[config.mk]
export PLATFORM = sky130hd
export DESIGN_NAME = alu_op_sequencer
export DESIGN_NICKNAME = d
export VERILOG_FILES = /design/src/rtl/alu_op_sequencer.sv
export SDC_FILE = /design/constraint.sdc
export NUM_CORES = 1
export LEC_CHECK = 0
export ABC_AREA = 1
export CORE_ASPECT_RATIO = 0.7
export CORE_MARGIN = 2
export CORE_UTILIZATION = 42
export CTS_CLUSTER_DIAMETER = 120
export CTS_CLUSTER_SIZE = 25
export DETAILED_ROUTE_END_ITERATION = 8
export MAX_ROUTING_LAYER = met4
export PLACE_DENSITY = 0.76
export REMOVE_ABC_BUFFERS = 1
export SYNTH_ARGS = -nofsm -noshare
export SYNTH_HDL_FRONTEND = slang
export SYNTH_SLANG_ARGS = --single-unit
[constraint.sdc]
create_clock -name clk -period 1.45 [get_ports clk]
set_input_delay 0.3625 -clock clk [delete_from_list [all_inputs] [get_ports clk]]
set_output_delay 0.3625 -clock clk [all_outputs]
set_load 0.05 [all_outputs]
[src/rtl/alu_op_sequencer.sv]
// -----------------------------------------------------------------------------
// alu_op_sequencer
//
// Upstream control stage for an 8-bit combinational ALU. One operation is
// accepted per in_valid/in_ready handshake. Its operands and select code are
// registered onto the ALU inputs. The ALU output enable (alu_latch) is then held
// for SETTLE_CYCLES cycles, and result and carry are captured into a holding
// register. That register is offered downstream on a res_valid/res_ready
// handshake. Illegal operations (select > 9, or divide with a zero divisor) are
// answered with an error result and never enable the ALU.
//
// Parameters
//   SETTLE_CYCLES  cycles alu_latch stays high before capture (1..15)
//   CNT_W          width of the ops_done / err_count counters
//
// Ports
//   clk        in   1      rising-edge clock
//   rst        in   1      synchronous reset, active-high
//   in_valid   in   1      operation request valid
//   in_ready   out  1      request can be accepted (IDLE only)
//   in_a       in   8      operand A
//   in_b       in   8      operand B
//   in_op      in   4      ALU select code, 0..9 legal
//   alu_a      out  8      registered operand A to ALU
//   alu_b      out  8      registered operand B to ALU
//   alu_sel    out  4      registered select to ALU
//   alu_latch  out  1      ALU output enable, high only in DRIVE
//   alu_out    in   8      ALU result bus
//   alu_carry  in   1      ALU carry flag
//   res_valid  out  1      result held and valid (HOLD)
//   res_ready  in   1      downstream accepts result
//   res_data   out  8      captured result, 0 on error
//   res_carry  out  1      captured carry, 0 on error
//   res_err    out  1      operation was rejected
//   ops_done   out  CNT_W  results consumed, wrapping
//   err_count  out  CNT_W  consumed results with res_err set, wrapping
// -----------------------------------------------------------------------------
module alu_op_sequencer #(
   parameter int SETTLE_CYCLES = 1,
   parameter int CNT_W         = 16
) (
   input  logic             clk,
   input  logic             rst,
   input  logic             in_valid,
   output logic             in_ready,
   input  logic [7:0]       in_a,
   input  logic [7:0]       in_b,
   input  logic [3:0]       in_op,
   output logic [7:0]       alu_a,
   output logic [7:0]       alu_b,
   output logic [3:0]       alu_sel,
   output logic             alu_latch,
   input  logic [7:0]       alu_out,
   input  logic             alu_carry,
   output logic             res_valid,
   input  logic             res_ready,
   output logic [7:0]       res_data,
   output logic             res_carry,
   output logic             res_err,
   output logic [CNT_W-1:0] ops_done,
   output logic [CNT_W-1:0] err_count
);

   typedef enum logic [1:0] {
      ST_IDLE  = 2'd0,
      ST_DRIVE = 2'd1,
      ST_HOLD  = 2'd2
   } state_t;

   // Counter reload value: the capture happens on the edge where the count is 0,
   // so loading SETTLE_CYCLES-1 gives exactly SETTLE_CYCLES cycles of alu_latch.
   localparam logic [3:0] SETTLE_LOAD = 4'(SETTLE_CYCLES - 1);
   localparam logic [CNT_W-1:0] CNT_ONE = {{(CNT_W-1){1'b0}}, 1'b1};

   state_t           state_r;
   state_t           state_nxt_s;
   logic [3:0]       settle_cnt_r;
   logic             accept_s;
   logic             consume_s;
   logic             op_bad_s;

   logic             in_ready_nxt_s;
   logic             alu_latch_nxt_s;
   logic             res_valid_nxt_s;

   logic             in_ready_r;
   logic             alu_latch_r;
   logic             res_valid_r;
   logic [7:0]       alu_a_r;
   logic [7:0]       alu_b_r;
   logic [3:0]       alu_sel_r;
   logic [7:0]       res_data_r;
   logic             res_carry_r;
   logic             res_err_r;
   logic [CNT_W-1:0] ops_done_r;
   logic [CNT_W-1:0] err_count_r;

   // Screening rule: select codes above 9 do not exist, and select 3 (divide)
   // with a zero divisor is rejected before it ever reaches the ALU.
   function automatic logic op_is_illegal(input logic [3:0] op, input logic [7:0] b);
      return (op > 4'd9) || ((op == 4'd3) && (b == 8'd0));
   endfunction

   // Handshake qualifiers and request screening
   always_comb begin
      accept_s  = (state_r == ST_IDLE) && in_valid;
      consume_s = (state_r == ST_HOLD) && res_ready;
      op_bad_s  = op_is_illegal(in_op, in_b);
   end

   // FSM state register
   always_ff @(posedge clk) begin
      if (rst) begin
         state_r <= ST_IDLE;
      end else begin
         state_r <= state_nxt_s;
      end
   end

   // FSM next-state logic
   always_comb begin
      state_nxt_s = state_r;
      case (state_r)
         ST_IDLE: begin
            if (in_valid) begin
               if (op_bad_s) begin
                  state_nxt_s = ST_HOLD;
               end else begin
                  state_nxt_s = ST_DRIVE;
               end
            end else begin
               state_nxt_s = ST_IDLE;
            end
         end
         ST_DRIVE: begin
            if (settle_cnt_r == 4'd0) begin
               state_nxt_s = ST_HOLD;
            end else begin
               state_nxt_s = ST_DRIVE;
            end
         end
         ST_HOLD: begin
            if (res_ready) begin
               state_nxt_s = ST_IDLE;
            end else begin
               state_nxt_s = ST_HOLD;
            end
         end
         default: begin
            state_nxt_s = ST_IDLE;
         end
      endcase
   end

   // FSM output decode; decoded from the next state so the flops below hold
   // values that always agree with state_r
   always_comb begin
      in_ready_nxt_s  = 1'b0;
      alu_latch_nxt_s = 1'b0;
      res_valid_nxt_s = 1'b0;
      case (state_nxt_s)
         ST_IDLE:  in_ready_nxt_s  = 1'b1;
         ST_DRIVE: alu_latch_nxt_s = 1'b1;
         ST_HOLD:  res_valid_nxt_s = 1'b1;
         default: begin
            in_ready_nxt_s  = 1'b0;
            alu_latch_nxt_s = 1'b0;
            res_valid_nxt_s = 1'b0;
         end
      endcase
   end

   // Registered handshake and ALU-enable outputs
   always_ff @(posedge clk) begin
      if (rst) begin
         in_ready_r  <= 1'b1;
         alu_latch_r <= 1'b0;
         res_valid_r <= 1'b0;
      end else begin
         in_ready_r  <= in_ready_nxt_s;
         alu_latch_r <= alu_latch_nxt_s;
         res_valid_r <= res_valid_nxt_s;
      end
   end

   // Operand capture, settle timing and result capture
   always_ff @(posedge clk) begin
      if (rst) begin
         alu_a_r      <= 8'd0;
         alu_b_r      <= 8'd0;
         alu_sel_r    <= 4'd0;
         settle_cnt_r <= 4'd0;
         res_data_r   <= 8'd0;
         res_carry_r  <= 1'b0;
         res_err_r    <= 1'b0;
      end else if (accept_s) begin
         alu_a_r      <= in_a;
         alu_b_r      <= in_b;
         alu_sel_r    <= in_op;
         settle_cnt_r <= SETTLE_LOAD;
         if (op_bad_s) begin
            // Rejected op goes straight to HOLD with a zeroed error result.
            res_data_r  <= 8'd0;
            res_carry_r <= 1'b0;
            res_err_r   <= 1'b1;
         end else begin
            res_data_r  <= res_data_r;
            res_carry_r <= res_carry_r;
            res_err_r   <= res_err_r;
         end
      end else if (state_r == ST_DRIVE) begin
         if (settle_cnt_r == 4'd0) begin
            res_data_r  <= alu_out;
            res_carry_r <= alu_carry;
            res_err_r   <= 1'b0;
         end else begin
            settle_cnt_r <= settle_cnt_r - 4'd1;
         end
      end else begin
         settle_cnt_r <= settle_cnt_r;
      end
   end

   // Consumption counters, free-running with wrap-around
   always_ff @(posedge clk) begin
      if (rst) begin
         ops_done_r  <= {CNT_W{1'b0}};
         err_count_r <= {CNT_W{1'b0}};
      end else if (consume_s) begin
         ops_done_r <= ops_done_r + CNT_ONE;
         if (res_err_r) begin
            err_count_r <= err_count_r + CNT_ONE;
         end else begin
            err_count_r <= err_count_r;
         end
      end else begin
         ops_done_r  <= ops_done_r;
         err_count_r <= err_count_r;
      end
   end

   assign in_ready  = in_ready_r;
   assign alu_latch = alu_latch_r;
   assign res_valid = res_valid_r;
   assign alu_a     = alu_a_r;
   assign alu_b     = alu_b_r;
   assign alu_sel   = alu_sel_r;
   assign res_data  = res_data_r;
   assign res_carry = res_carry_r;
   assign res_err   = res_err_r;
   assign ops_done  = ops_done_r;
   assign err_count = err_count_r;

endmodule

=== After elaboration in Yosys (flattened, before gate mapping) ===
Index checks and enable logic that the tools add are counted.

* Add/sub/neg operators: 3
* $lt $le $gt $ge: 1
* Eq/ne operators: 6
* Muxes and demuxes: 20
* Bitwise gates (word level): 1
* Reductions and logical operators: 14

{| class="wikitable"
|+ Operators by type and width
! cell !! number
|-
| 16-bit by 1-bit adder with 16-bit output, second input constant || 2
|-
| 8-bit two-way mux || 4
|-
| 1-bit two-way mux || 11
|-
| 8-bit logical NOT || 1
|-
| 2-bit two-way mux || 4
|-
| 2-bit case mux with 3 select lines || 1
|-
| 2-bit by 1-bit == test with 1-bit output, second input constant || 2
|-
| 2-bit == test, second input constant || 2
|-
| 4-bit by 2-bit == test with 1-bit output, second input constant || 1
|-
| 4-bit > comparator, second input constant || 1
|-
| 2-bit logical NOT || 2
|-
| 4-bit logical NOT || 1
|-
| 2-bit AND reduction || 2
|-
| 2-bit nonzero test || 2
|-
| 4-bit by 1-bit subtractor with 4-bit output, second input constant || 1
|-
| 1-bit logical AND || 3
|-
| 3-bit AND reduction || 1
|-
| 2-bit by 1-bit inequality test with 1-bit output, second input constant || 1
|-
| 2-bit OR reduction || 1
|-
| 1-bit logical OR || 1
|-
| 1-bit inverter || 1
|}

* Register bits after elaboration: 71
* Bits of input ports: 33
* Output and inout bits: 65
* Logic and storage cells: 58

=== Depth between registers and ports, before layout ===
* Word-level depth: 8
* Mapped depth: 9
* Gate-level depth less buffers: 9

=== Worst setup path after synthesis ===
No wires, ideal clock.

* Kind: flip-flop to flip-flop
* From: register err_count_r[1], in the netlist err_count[1]
* To: register err_count_r[12], in the netlist err_count[12]
* Setup time: 0.115 ns
* Data arrival time: 1.700 ns
* Required time: 1.335 ns
* Slack: -0.365 ns
* Stages on the path, launching flop included: 9
* Buffers on the path: 0
* Period minus slack after synthesis: 1.815 ns
* Cells stage by stage: dfxtp_1 > ha_1 > nand3_1 > nor2_1 > nand2_4 > nor2_2 > nand2_1 > o21ai_1 > nor2_1

* Cells in the longest elaborated chain, start to end: 1

{| class="wikitable"
|+ Ends and longest elaborated chain
! item !! line !! text
|-
| start: declaration || 96 || <nowiki>logic [CNT_W-1:0] err_count_r;</nowiki>
|-
| start signal: assignment || 228 || <nowiki>err_count_r <= {CNT_W{1'b0}};</nowiki>
|-
| start signal: assignment || 232 || <nowiki>err_count_r <= err_count_r + CNT_ONE;</nowiki>
|-
| start signal: assignment || 234 || <nowiki>err_count_r <= err_count_r;</nowiki>
|-
| 16-bit by 1-bit adder with 16-bit output || 232 ||
|}

Every way passes these cells.
A chain may end at the register's enable or synchronous reset.

=== Worst setup path in the final report ===
* From: register err_count_r[1], in the netlist err_count[1]
* To: register err_count_r[15], in the netlist err_count[15]

Same word-level chain as after synthesis.

==> results.cfg <==
[outcome]
status = finished clean

[global_route]
track_usage = 0.243
overflow = 0
antenna_found_initial = 1
grt_pass1_wl_mm = 15.7
grt_pass1_vias = 3452
grt_max_degree = 21

[setup_path]
cp-start-kind = flop
required_ns = 1.68
path_class = reg2reg
crit_arrival_ns = 1.66
endpoint_kind = flop
crit_fanout = 4

[logic_synthesis]
syn_inst = 455
async_flop_share = 0
synth_most_common_cell = nand2_1
netlist-cell-type-count = 24
ys.flop_type = dfxtp_1
synth_seq_cells = 71
synthTopCellsByArea = dfxtp_1, nand2_1, nor2_1
yosysSeqAreaShare = 0.449
synthTopCellsByCount = nand2_1, nor2_1, dfxtp_1
synth_top_cell_area_share = 0.449
syn_area_um2 = 3170
synth-edff-count = 0
synth_warnings = 0
avgSynthCellArea_um2 = 6.96
synth_top_cell_by_area = dfxtp_1

[sta]
fin_crit_sh = 0.981
finalClockSkew_ns = 0.00547
hold_viol_final = 0
rsz0062_at_grt = yes
min_period_ns = 1.42
slew_headroom = 0.786
tightest_slew_ns = 0.320
finalSetupViolCount = 0
fmax_mhz = 703
setup_ws_ns = 0.0275
setup_tns_ns = 0
slew_viol_final = 0

[placement]
place_ws_ns = -0.450
place.port_buffers = 97
place_inst = 682
place.gp.congestion = 0.882
dp_hpwl_mm = 7.04

[cts]
numCtsBuffers = 9
cts_tree = yes
root_buffer = clkbuf_8
h-tree-depth = 3
cts_hold_buffers = 0
cts_buffer_depth = 2
insertion_delay_ns = 0.35
clock-sinks = 71
path_clk_slew_ns = 0.08

[detailed_routing]
ant_nets = 0
drc = 0
viasPerCell = 5.02
firstDrtPassIters = 5
wl_per_cell_um = 13.5
wl_mm = 9.45
drtIter0Drc = 164
vias = 3519

[power_and_ir_drop]
power_w = 0.00479
ir_drop_mv = 0.609
leakagePower_nw = 2.24
pwr_density_cell_nw_per_um2 = 869

[flow_run]
maxCapViolCount = 0

[die]
fp.dieArea_um2 = 8260
core_um2 = 7290
die_h_um = 76.6
io-pin-count = 98
rows = 26
die_w_um = 108
initial_core_util = 0.434

[finish]
nNetsFinal = 633
layout-drive-gt1-share = 0.267
final_cell_count_no_fill = 701
area_growth_pct = 74.1

[hold_path]
hold_path.class = reg2reg
## placed cells by master, fill, tap and decap left out, drive strengths merged, types with 7 or more instances in the layout
master           n
nand4           23
clkbuf          11
buf            112
nand3           16
o21ai           35
nor2            94
nand2          109
nor3             7
clkdlybuf4s50   31
inv             47
a21oi           33
dfxtp           71
## routing by layer
metal,track usage,part of all wire,vias to the layer above
met1,0.286,0.42,1576
met3,0.0796,0.083,27
li1,-,-,1760
met4,0.0897,0.030,0
met2,0.389,0.47,156
met5,-,0,-
## per-stage QoR
stage | area (µm²) | utilization | hold WS (ns)
global placement | 5210 | 0.714 | 0.445
CTS | 5430 | 0.746 | 0.473
detailed placement | 5210 | 0.714 | 0.462
global route | 5510 | 0.756 | 0.500
finish | 5510 | 0.756 | 0.474
floorplan | 3110 | - | 0.432
## timing repair
item                                   CTS  global route
endpoints found under the hold margin    0             0
setup endpoints to repair               21            29
setup buffers                            0             2
pin swaps                                1             4
gates resized for setup                  5            23
## final timing paths
check                                             startpoint                            to  slack, ns  depth (start not counted)
worst max register to register     err_count[1]$_SDFFE_PP0P_    err_count[15]$_SDFFE_PP0P_       0.03                          8
worst min register to register  settle_cnt_r[3]$_SDFFE_PP0N_  settle_cnt_r[3]$_SDFFE_PP0N_       0.47                          2
worst min-delay path            settle_cnt_r[3]$_SDFFE_PP0N_  settle_cnt_r[3]$_SDFFE_PP0N_       0.47                          2
worst max-delay path               err_count[1]$_SDFFE_PP0P_    err_count[15]$_SDFFE_PP0P_       0.03                          8
## layout make-up
cell class / instances / area [µm²]
timing repair buffer: 144 / 1990
antenna: 1 / 2.50
inverter: 47 / 176
fill: 504 / 1780
multi-input combinational: 324 / 1580
tap: 98 / 123
clock buffer: 11 / 131
clock inverter: 5 / 82.6
sequential: 71 / 1430
## report_power, final
| part | switching, W | internal (W) | leakage, nW |
|---|---|---|---|
| combinational | 0.000501 | 0.000455 | 1.55 |
| sequential | 0.0000842 | 0.00203 | 0.582 |
| clock | 0.000747 | 0.000973 | 0.107 |
| total | 0.00133 | 0.00346 | 2.24 |
## registers in the layout, summed over array words and instances (netlist names)
| register | flops |
|---|---|
| res_valid | 1 |
| alu_a | 8 |
| alu_latch | 1 |
| res_carry | 1 |
| res_data | 8 |
| res_err | 1 |
| in_ready | 1 |
| settle_cnt_r | 4 |
| err_count | 16 |
| alu_b | 8 |
| alu_sel | 4 |
| state_r | 2 |
| ops_done | 16 |
## kinds of logic after synthesis
family | share of synthesized area
simple gates | 0.354
flops | 0.449
compound gates | 0.110
buf+inv | 0.0727
fa+ha+maj | 0.0119
xor+xnor | 0.00277
## worst max-delay path, cell delays in order, from the launching register on
cell,delay (ns)
dfxtp_1,0.36
buf_4,0.16
nand2_1,0.05
nor2_1,0.21
nand2_1,0.14
o21ai_0,0.19
nand2_1,0.07
nand2_1,0.07
a21oi_1,0.06
Note: power is estimated with default switching activity, not from simulation.
